<file path="src/rtl/fir_pkg.sv">
// Shared constants, sample type and constant helpers for the FIR output path.
package fir_pkg;

    localparam int unsigned DATA_W      = 16;
    localparam int unsigned FILTER_SIZE = 172;
    localparam int unsigned WARMUP_DEF  = FILTER_SIZE + 1;

    typedef logic signed [DATA_W-1:0] sample_t;

    // Ceiling log2 for elaboration-time sizing (log2(1) = 0).
    function automatic int unsigned log2(input int unsigned v);
        int unsigned r;
        r = 0;
        for (int unsigned i = 0; i < 32; i++) begin
            if ((64'd1 << i) < 64'(v)) begin
                r = i + 1;
            end
        end
        return r;
    endfunction

endpackage

</file>
<file path="src/rtl/fir_decim_out_buffer_if.sv">
// Valid/ready output stream carrying decimated samples to the next stage.
interface fir_decim_out_buffer_if #(
    parameter int unsigned DATA_W = fir_pkg::DATA_W
) ();

    logic [DATA_W-1:0] m_data;
    logic              m_valid;
    logic              m_ready;

    modport master (output m_data, output m_valid, input m_ready);
    modport slave  (input m_data, input m_valid, output m_ready);

endinterface

</file>
<file path="src/rtl/sync_fifo.sv">
// Single-clock FIFO; full/empty derive from a level counter, pointers wrap naturally.
module sync_fifo
    import fir_pkg::*;
#(
    parameter int unsigned DATA_W     = 16,
    parameter int unsigned FIFO_DEPTH = 8
) (
    input  logic                          clk,
    input  logic                          reset,
    input  logic                          flush,
    input  logic                          push,
    input  logic                          pop,
    input  logic [DATA_W-1:0]             wdata,
    output logic [DATA_W-1:0]             rdata,
    output logic [$clog2(FIFO_DEPTH):0]   level,
    output logic                          full,
    output logic                          empty
);

    localparam int unsigned PTR_W = log2(FIFO_DEPTH);
    localparam int unsigned LVL_W = PTR_W + 1;

    logic [DATA_W-1:0] mem [FIFO_DEPTH];
    logic [PTR_W-1:0]  wr_ptr;
    logic [PTR_W-1:0]  rd_ptr;
    logic              pop_ok;
    logic              wr_ok;

    assign full   = (level == LVL_W'(FIFO_DEPTH));
    assign empty  = (level == '0);
    assign pop_ok = pop && !empty && !flush;
    assign wr_ok  = push && (!full || pop_ok) && !flush;
    assign rdata  = empty ? '0 : mem[rd_ptr];

    // Storage write; no reset needed since reads of empty slots are masked.
    always_ff @(posedge clk) begin
        if (wr_ok) begin
            mem[wr_ptr] <= wdata;
        end
    end

    // Pointer and occupancy tracking; flush wins over push/pop.
    always_ff @(posedge clk or negedge reset) begin
        if (!reset) begin
            wr_ptr <= '0;
            rd_ptr <= '0;
            level  <= '0;
        end else if (flush) begin
            wr_ptr <= '0;
            rd_ptr <= '0;
            level  <= '0;
        end else begin
            if (wr_ok) begin
                wr_ptr <= wr_ptr + PTR_W'(1);
            end
            if (pop_ok) begin
                rd_ptr <= rd_ptr + PTR_W'(1);
            end
            case ({wr_ok, pop_ok})
                2'b10:   level <= level + LVL_W'(1);
                2'b01:   level <= level - LVL_W'(1);
                default: level <= level;
            endcase
        end
    end

endmodule

</file>
<file path="src/rtl/fir_decim_out_buffer.sv">
// FIR output buffer: drops warm-up samples, decimates by DECIM, queues results
// on a valid/ready stream. Define AVERAGE_DECIM_EN to push the floored mean of
// each DECIM-sample block instead of the phase-0 sample.
module fir_decim_out_buffer
    import fir_pkg::*;
#(
    parameter int unsigned DATA_W     = fir_pkg::DATA_W,
    parameter int unsigned DECIM      = 4,
    parameter int unsigned FIFO_DEPTH = 8,
    parameter int unsigned WARMUP     = fir_pkg::WARMUP_DEF
) (
    input  logic                          clk,
    input  logic                          reset,
    input  logic                          en,
    input  logic [DATA_W-1:0]             fir_in,
    input  logic                          flush,
    fir_decim_out_buffer_if.master        m,
    output logic [$clog2(FIFO_DEPTH):0]   fifo_level,
    output logic                          overflow
);

    localparam int unsigned PH_W = log2(DECIM);
    localparam int unsigned WU_W = log2(WARMUP + 1);

    logic [WU_W-1:0]   warm_cnt;
    logic              warm_done;
    logic              sample_en;
    logic [PH_W-1:0]   phase;
    logic              push;
    logic [DATA_W-1:0] push_data;
    logic              pop;
    logic              fifo_full;
    logic              fifo_empty;

    assign warm_done = (warm_cnt == WU_W'(WARMUP));
    assign sample_en = en && warm_done;
    assign pop       = m.m_valid && m.m_ready;
    assign m.m_valid = !fifo_empty;

    // Warm-up counter saturates at WARMUP; only reset restarts it.
    always_ff @(posedge clk or negedge reset) begin
        if (!reset) begin
            warm_cnt <= '0;
        end else if (en && !warm_done) begin
            warm_cnt <= warm_cnt + WU_W'(1);
        end
    end

    // Decimation phase advances on every post-warm-up sample.
    always_ff @(posedge clk or negedge reset) begin
        if (!reset) begin
            phase <= '0;
        end else if (flush) begin
            phase <= '0;
        end else if (sample_en) begin
            phase <= phase + PH_W'(1);
        end
    end

`ifdef AVERAGE_DECIM_EN
    localparam int unsigned ACC_W = DATA_W + PH_W;

    logic signed [ACC_W-1:0] acc;
    logic signed [ACC_W-1:0] acc_next;
    logic signed [ACC_W-1:0] fin_ext;

    assign fin_ext = ACC_W'($signed(fir_in));

    // Block sum restarts with the phase-0 sample.
    always_comb begin
        acc_next = fin_ext;
        if (phase != '0) begin
            acc_next = acc + fin_ext;
        end
    end

    // Accumulator register.
    always_ff @(posedge clk or negedge reset) begin
        if (!reset) begin
            acc <= '0;
        end else if (flush) begin
            acc <= '0;
        end else if (sample_en) begin
            acc <= acc_next;
        end
    end

    // Push the floored block mean at the last phase.
    always_comb begin
        push      = 1'b0;
        push_data = DATA_W'(acc_next >>> PH_W);
        if (sample_en && phase == PH_W'(DECIM - 1)) begin
            push = 1'b1;
        end
    end
`else
    // Keep the phase-0 sample, drop the rest.
    always_comb begin
        push      = 1'b0;
        push_data = fir_in;
        if (sample_en && phase == '0) begin
            push = 1'b1;
        end
    end
`endif

    // Sticky drop flag: push into a full FIFO that is not draining this cycle.
    always_ff @(posedge clk or negedge reset) begin
        if (!reset) begin
            overflow <= 1'b0;
        end else if (flush) begin
            overflow <= 1'b0;
        end else if (push && fifo_full && !pop) begin
            overflow <= 1'b1;
        end
    end

    sync_fifo #(
        .DATA_W     (DATA_W),
        .FIFO_DEPTH (FIFO_DEPTH)
    ) u_fifo (
        .clk   (clk),
        .reset (reset),
        .flush (flush),
        .push  (push),
        .pop   (pop),
        .wdata (push_data),
        .rdata (m.m_data),
        .level (fifo_level),
        .full  (fifo_full),
        .empty (fifo_empty)
    );

endmodule

</file>
<file path="src/flat_wrapper.sv">
// flat-port wrapper written by rule: the top's interface ports become plain ports
module fir_decim_out_buffer_flat import fir_pkg::*;
#(
    parameter int unsigned DATA_W     = fir_pkg::DATA_W,
    parameter int unsigned DECIM      = 4,
    parameter int unsigned FIFO_DEPTH = 8,
    parameter int unsigned WARMUP     = fir_pkg::WARMUP_DEF
)
  (clk, reset, en, fir_in, flush, fifo_level, overflow, m_m_data, m_m_valid, m_m_ready);
  fir_decim_out_buffer_if #(.DATA_W(DATA_W)) m_i ();
  input  logic clk;
  input  logic reset;
  input  logic en;
  input  logic [DATA_W-1:0] fir_in;
  input  logic flush;
  output logic [$clog2(FIFO_DEPTH):0] fifo_level;
  output logic overflow;
  output wire logic [$bits(m_i.m_data)-1:0] m_m_data;
  output wire logic [$bits(m_i.m_valid)-1:0] m_m_valid;
  input wire logic [$bits(m_i.m_ready)-1:0] m_m_ready;
  assign m_m_data = m_i.m_data;
  assign m_m_valid = m_i.m_valid;
  assign m_i.m_ready = m_m_ready;
  fir_decim_out_buffer #(.DATA_W(DATA_W), .DECIM(DECIM), .FIFO_DEPTH(FIFO_DEPTH), .WARMUP(WARMUP)) u_core (.clk(clk), .reset(reset), .en(en), .fir_in(fir_in), .flush(flush), .m(m_i), .fifo_level(fifo_level), .overflow(overflow));
endmodule
</file>
<file path="config.mk">
export PLATFORM = sky130hd
export DESIGN_NAME = fir_decim_out_buffer_flat
export DESIGN_NICKNAME = d
export VERILOG_FILES = /design/src/rtl/fir_pkg.sv /design/src/rtl/fir_decim_out_buffer_if.sv /design/src/rtl/sync_fifo.sv /design/src/rtl/fir_decim_out_buffer.sv /design/src/flat_wrapper.sv
export SDC_FILE = /design/constraint.sdc
export NUM_CORES = 1
export LEC_CHECK = 0
export ABC_AREA = 0
export BUFFER_PORTS_ARGS = -buffer_cell sky130_fd_sc_hd__buf_2
export CORE_UTILIZATION = 49
export DETAILED_ROUTE_END_ITERATION = 10
export PLACE_DENSITY = 0.78
export SYNTH_ARGS = -nofsm -noshare
export SYNTH_HDL_FRONTEND = slang
export SYNTH_SLANG_ARGS = --single-unit
</file>
<file path="constraint.sdc">
create_clock -name clk -period 3.6 [get_ports clk]
set_input_delay 0.54 -clock clk [delete_from_list [all_inputs] [get_ports clk]]
set_output_delay 0.54 -clock clk [all_outputs]
set_load 0.03 [all_outputs]
</file>
# Yosys cells after proc, flatten, opt, wreduce, memory -nomap -nowiden
# Memory sizes are Yosys's and may differ from the RTL's.
# Cells that the tools add are included.
[classes]
reduce_logical = 23
shift = 0
mux = 14
mul = 0
n_eq_ne = 4
n_lt_le_gt_ge = 0
n_bitwise = 0
n_addsub = 6
div = 0
[ops]
columns = ["op", "n"]
rows = [
  ["16-bit two-way mux", 1],
  ["3-bit two-way mux", 4],
  ["1-bit logical AND", 10],
  ["8-bit by 1-bit adder with 8-bit output (second input constant)", 1],
  ["8-bit == test (second input constant)", 1],
  ["4-bit one-hot mux with 2 select lines", 1],
  ["2-bit nonzero test", 4],
  ["3-bit by 1-bit adder with 3-bit output (second input constant)", 2],
  ["1-bit zero test", 5],
  ["1-bit two-way mux", 5],
  ["4-bit by 1-bit adder with 4-bit output (second input constant)", 1],
  ["4-bit == test (second input constant)", 1],
  ["4-bit zero test", 1],
  ["2-bit two-way mux", 2],
  ["4-bit two-way mux", 1],
  ["4-bit by 1-bit subtractor with 4-bit output (second input constant)", 1],
  ["3-bit nonzero test", 1],
  ["2-bit by 1-bit adder with 2-bit output (second input constant)", 1],
  ["2-bit by 1-bit == test with 1-bit output (second input constant)", 1],
  ["2-bit == test (second input constant)", 1],
  ["2-bit zero test", 1],
  ["1-bit logical OR", 1],
]
[totals]
latch_bits = 0
romBits = 0
mem_count = 1
mem_bits_rw = 128
reg_bits = 21
output_inout_bits = 22
[memory_table]
columns = ["memory", "words", "width", "rd", "rd_ports_with_merged_regs", "wr", "line_no", "rtl"]
rows = [
  ["u_core.u_fifo.mem", 8, 16, 1, 0, 1, "sync_fifo.sv:23", "logic [DATA_W-1:0] mem [FIFO_DEPTH];"],
]

# Logic depth before layout (Yosys ltp)
[depth]
word_depth = 11
ltp_mapped = 10
depth_no_buf = 10

# Modules after synthesis
# From an unflattened synthesis, not the netlist that was laid out.
[hier_totals]
cells_unflattened = 335
hier_area_um2 = 6138.4
[by_module_without_submodules]
columns = ["module", "instances", "cells_each", "seq_area_each_um2", "area_per_inst_um2"]
rows = [
  ["sync_fifo", 1, 282, 4093.9, 5572.8],
  ["fir_decim_out_buffer", 1, 53, 275.3, 565.5],
]

# Worst setup path before layout
# No wires, ideal clock.
[synth_timing]
path_kind = "register -> register"
startpoint = "register u_core.warm_cnt[1]"
endpoint = "memory u_core.u_fifo.mem[1][0], enable pin"
arrival_ns = 2.597
stages_incl_launch_ff = 8
n_path_buf = 0
slack_ns = 0.594
setup_time_ns = 0.409
required_time_ns = 3.191
path_cell_list = "dfrtp_1 -> inv_1 -> ha_1 -> nand4_1 -> nor2_1 -> nor4b_1 -> nand2_1 -> nor3_1"
[synth_between]
elab_chain_len = 8
[synth_lines]
columns = ["element", "line_no", "rtl"]
rows = [
  ["from (decl)", "fir_decim_out_buffer.sv:25", "logic [WU_W-1:0] warm_cnt;"],
  ["from (signal assigned)", "fir_decim_out_buffer.sv:45", "warm_cnt <= warm_cnt + WU_W'(1);"],
  ["8-bit == test", "fir_decim_out_buffer.sv:35", "assign warm_done = (warm_cnt == WU_W'(WARMUP));"],
  ["1-bit logical AND", "fir_decim_out_buffer.sv:36", "assign sample_en = en && warm_done;"],
  ["1-bit logical AND", "fir_decim_out_buffer.sv:101", "if (sample_en && phase == '0) begin"],
  ["1-bit two-way mux", "fir_decim_out_buffer.sv:101", ""],
  ["1-bit logical AND (2 in a row)", "sync_fifo.sv:32", "assign wr_ok = push && (!full || pop_ok) && !flush;"],
  ["1-bit two-way mux", "sync_fifo.sv:37", "if (wr_ok) begin"],
  ["1-bit two-way mux (implied by the code)", "sync_fifo.sv:38", "mem[wr_ptr] <= wdata;"],
  ["to (decl)", "sync_fifo.sv:23", ""],
]
# Every way passes these cells.

# Worst setup path after layout
[layout_timing]
startpoint = "register u_core.u_fifo.rd_ptr[0]"
endpoint = "output port m_m_data[12]"
[layout_between]
elab_chain_len = 2
[layout_lines]
columns = ["element", "line_no", "rtl"]
rows = [
  ["from (decl)", "sync_fifo.sv:25", "logic [PTR_W-1:0] rd_ptr;"],
  ["from (signal assigned)", "sync_fifo.sv:57", "rd_ptr <= rd_ptr + PTR_W'(1);"],
  ["memory 8 x 16 bit", "--", ""],
  ["16-bit two-way mux", "sync_fifo.sv:33", "assign rdata = empty ? '0 : mem[rd_ptr];"],
  ["to (decl)", "flat_wrapper.sv:18", "output wire logic [$bits(m_i.m_data)-1:0] m_m_data;"],
]
# Every way passes these cells.

==> flow_summary.json <==
{
  "place_congestion": 0.780,
  "hold_violations": 0,
  "insertion_delay_ns": 0.42,
  "rr_worst_depth": 10,
  "crit_chain": "buf_12, mux4_2, mux2i_1, nor2_1, buf_2",
  "drt-wirelength-per-cell_um": 19.1,
  "synth_ff_type": "edfxtp_1",
  "r2r_end": "u_core.u_fifo.level[3]",
  "detail-route-antenna-nets": 0,
  "core_mm2": 0.0121,
  "yosysMostFrequentCell": "edfxtp_1",
  "cts-root-buf": "clkbuf_16",
  "netlist.area_leader.share_pct": 63.2,
  "final.setup.tns_ns": 0,
  "path_clk_slew_ns": 0.06,
  "dp_slack_ns": 0.718,
  "ir_drop_mv": 0.405,
  "rows": 40,
  "p_leak_nw": 2.48,
  "clock.fmax_mhz": 344,
  "port_buffers": 42,
  "r2r_slack_ns": 0.74,
  "cts.sinks": 149,
  "drtIter0Drc": 227,
  "maxSlewHeadroom_pct": 21.0,
  "hold_class": "in2async",
  "dieWidth_um": 113,
  "crit_start": "u_core.u_fifo.rd_ptr[0]",
  "ys_seq_elements": 149,
  "num_antenna_cells": 0,
  "post-layout-total-power_mw": 3.74,
  "final_util_pct": 59.4,
  "grt_pass1_vias": 3032,
  "cts_hold_buf": 0,
  "cts_tree": "yes",
  "worst_slack_ns": 0.689,
  "floorplan.die.height_um": 113,
  "critPathLaunchType": "register",
  "syn_avg_cell_area_um2": 18.6,
  "drv_cap": 0,
  "drive_gt1_share_pct": 33.1,
  "use_met1_pct": 25.4,
  "timing.rr.start": "u_core.warm_cnt[1]",
  "power.density_mw_per_mm2": 523,
  "finalClockSkew_ns": 0.00664,
  "fin_nets": 417,
  "dr.pass1.iters": 4,
  "syn_inst": 327,
  "crit_type": "reg2out",
  "rsz0062_at_grt": "no",
  "synth.distinct_cells": 42,
  "htreeDepth": 4,
  "crit_path_top_delay_cell": "dfrtp_2",
  "hpwlAfterDp_um": 6620,
  "drt-vias-per-instance": 5.44,
  "die_area_mm2": 0.0129,
  "yosysWarningCount": 0,
  "yosys-top-cells-area": "edfxtp_1 63%, mux4_2 12%, dfrtp_1 8.6%",
  "synth_area_mm2": 0.00608,
  "synthArstFlopShare_pct": 14.1,
  "grt_pass1_wl_um": 17100,
  "use_met3_pct": 5.10,
  "fin_crit_ns": 2.91,
  "outcome": "finished, final reports clean",
  "grt_usage_pct": 18.9,
  "clockBufferDepth": 2,
  "tightest_slew_ns": 1.18,
  "gr-max-usage-layer": "met2",
  "period_share_pct": 80.9,
  "dp_cells": 538,
  "finalSetupViolCount": 0,
  "wl_um": 10900,
  "io-pin-count": 43,
  "yosysSeqAreaShare_pct": 71.8,
  "required_ns": 3.06,
  "synth_edf_count": 128,
  "drc": 0,
  "global_route.usage.met2_pct": 30.1,
  "final_max_slew_viol_count": 0,
  "synth_top_area_cell": "edfxtp_1",
  "slowest_delay_ns": 0.70,
  "post_cts_resize_count": 0,
  "post_cts_buffers": 0,
  "antenna_found_initial": 0,
  "vias": 3103,
  "syn_to_final_growth_pct": 17.7,
  "crit_arrival_ns": 2.37,
  "critPathMaxFanout": 21,
  "cts_buffers": 17,
  "synth_nets": 355,
  "grt_max_degree": 35,
  "grt_overflow_total": 0,
  "start_util_pct": 50.4,
  "synthTopCellsByCount": "128 x edfxtp_1, 37 x nor2_1, 32 x mux4_2, 21 x dfrtp_1, 18 x mux2i_1",
  "crit_path_end_kind": "output pin",
  "fin_cells": 570
}
through the flow:
| stage | hold WS, ns | instance area [um^2] |
|---|---|---|
| detailed placement | 0.470 | 6580 |
| floorplan | 0.244 | 6080 |
| global placement | 0.479 | 6580 |
| finish | 0.0668 | 7160 |
| global route | 0.0962 | 7160 |
| CTS | 0.0755 | 7160 |
final cells by class:
class	count	area [um^2]
multi-input cells	159	1640
well taps	168	210
clock buffers	17	425
clock inverters	15	158
repair buffers	57	335
fillers	885	4900
flip-flops and latches	149	4370
inverters	5	21.3
sequential cells by signal, summed over array words and instances (netlist names):
register,cells
u_core.u_fifo.mem,128
u_core.warm_cnt,8
u_core.u_fifo.level,4
u_core.u_fifo.rd_ptr,3
u_core.u_fifo.wr_ptr,3
u_core.phase,2
u_core.overflow,1
how the worst max path moves through the flow:
stage	to	cells past startpoint
after floorplan	u_core.u_fifo.mem[1][0]	7
after global placement	u_core.u_fifo.level[3]	10
after detailed placement	u_core.u_fifo.level[3]	10
after CTS	m_m_data[12]	5
after global routing	u_core.u_fifo.level[3]	10
final	m_m_data[12]	5
cell usage in the layout, fill, tap and decap left out, types with 3 or more instances in the layout:
master / instances
a21oi_1: 3
clkbuf_16: 17
xor2_1: 5
xnor2_1: 10
nand2_1: 9
inv_8: 3
ha_1: 7
clkinvlp_4: 3
nand4_1: 3
edfxtp_1: 128
nor3_2: 3
nand3_1: 4
inv_6: 5
mux4_2: 32
inv_1: 4
mux2i_1: 18
buf_2: 42
nor2_1: 37
nand2b_1: 3
buf_4: 14
dfrtp_1: 20
clkinv_8: 3
where the power goes:
part | switching (mW) | internal [mW]
logic | 0.0536 | 0.0473
registers | 0.0447 | 1.91
clock network | 0.764 | 0.923
total | 0.863 | 2.88
logic make-up (layout without fill, tap and decap cells):
group	after synthesis	after routing	share of synthesized area, %
buf+inv	19	94	1.40
simple gates	74	74	6.73
flops	149	149	71.8
mux	52	52	15.2
compound gates	11	11	1.28
xor+xnor	15	15	2.16
fa+ha+maj	7	7	1.44
routing by layer:
layer / share of wire [%] / up-vias
met4: 0.73 / 0
met5: 0 / -
met3: 5.0 / 8
li1: - / 1420
met1: 44 / 1589
met2: 50 / 86
critical path: cells and delay by family (launching register included):
family	cells	cell delay [ns]
AND/OR/NAND/NOR	1	0.09
buffers and inverters	2	0.46
multiplexers	2	0.69
flip-flops	1	0.70
No activity file was read; power rests on OpenSTA's default activity.
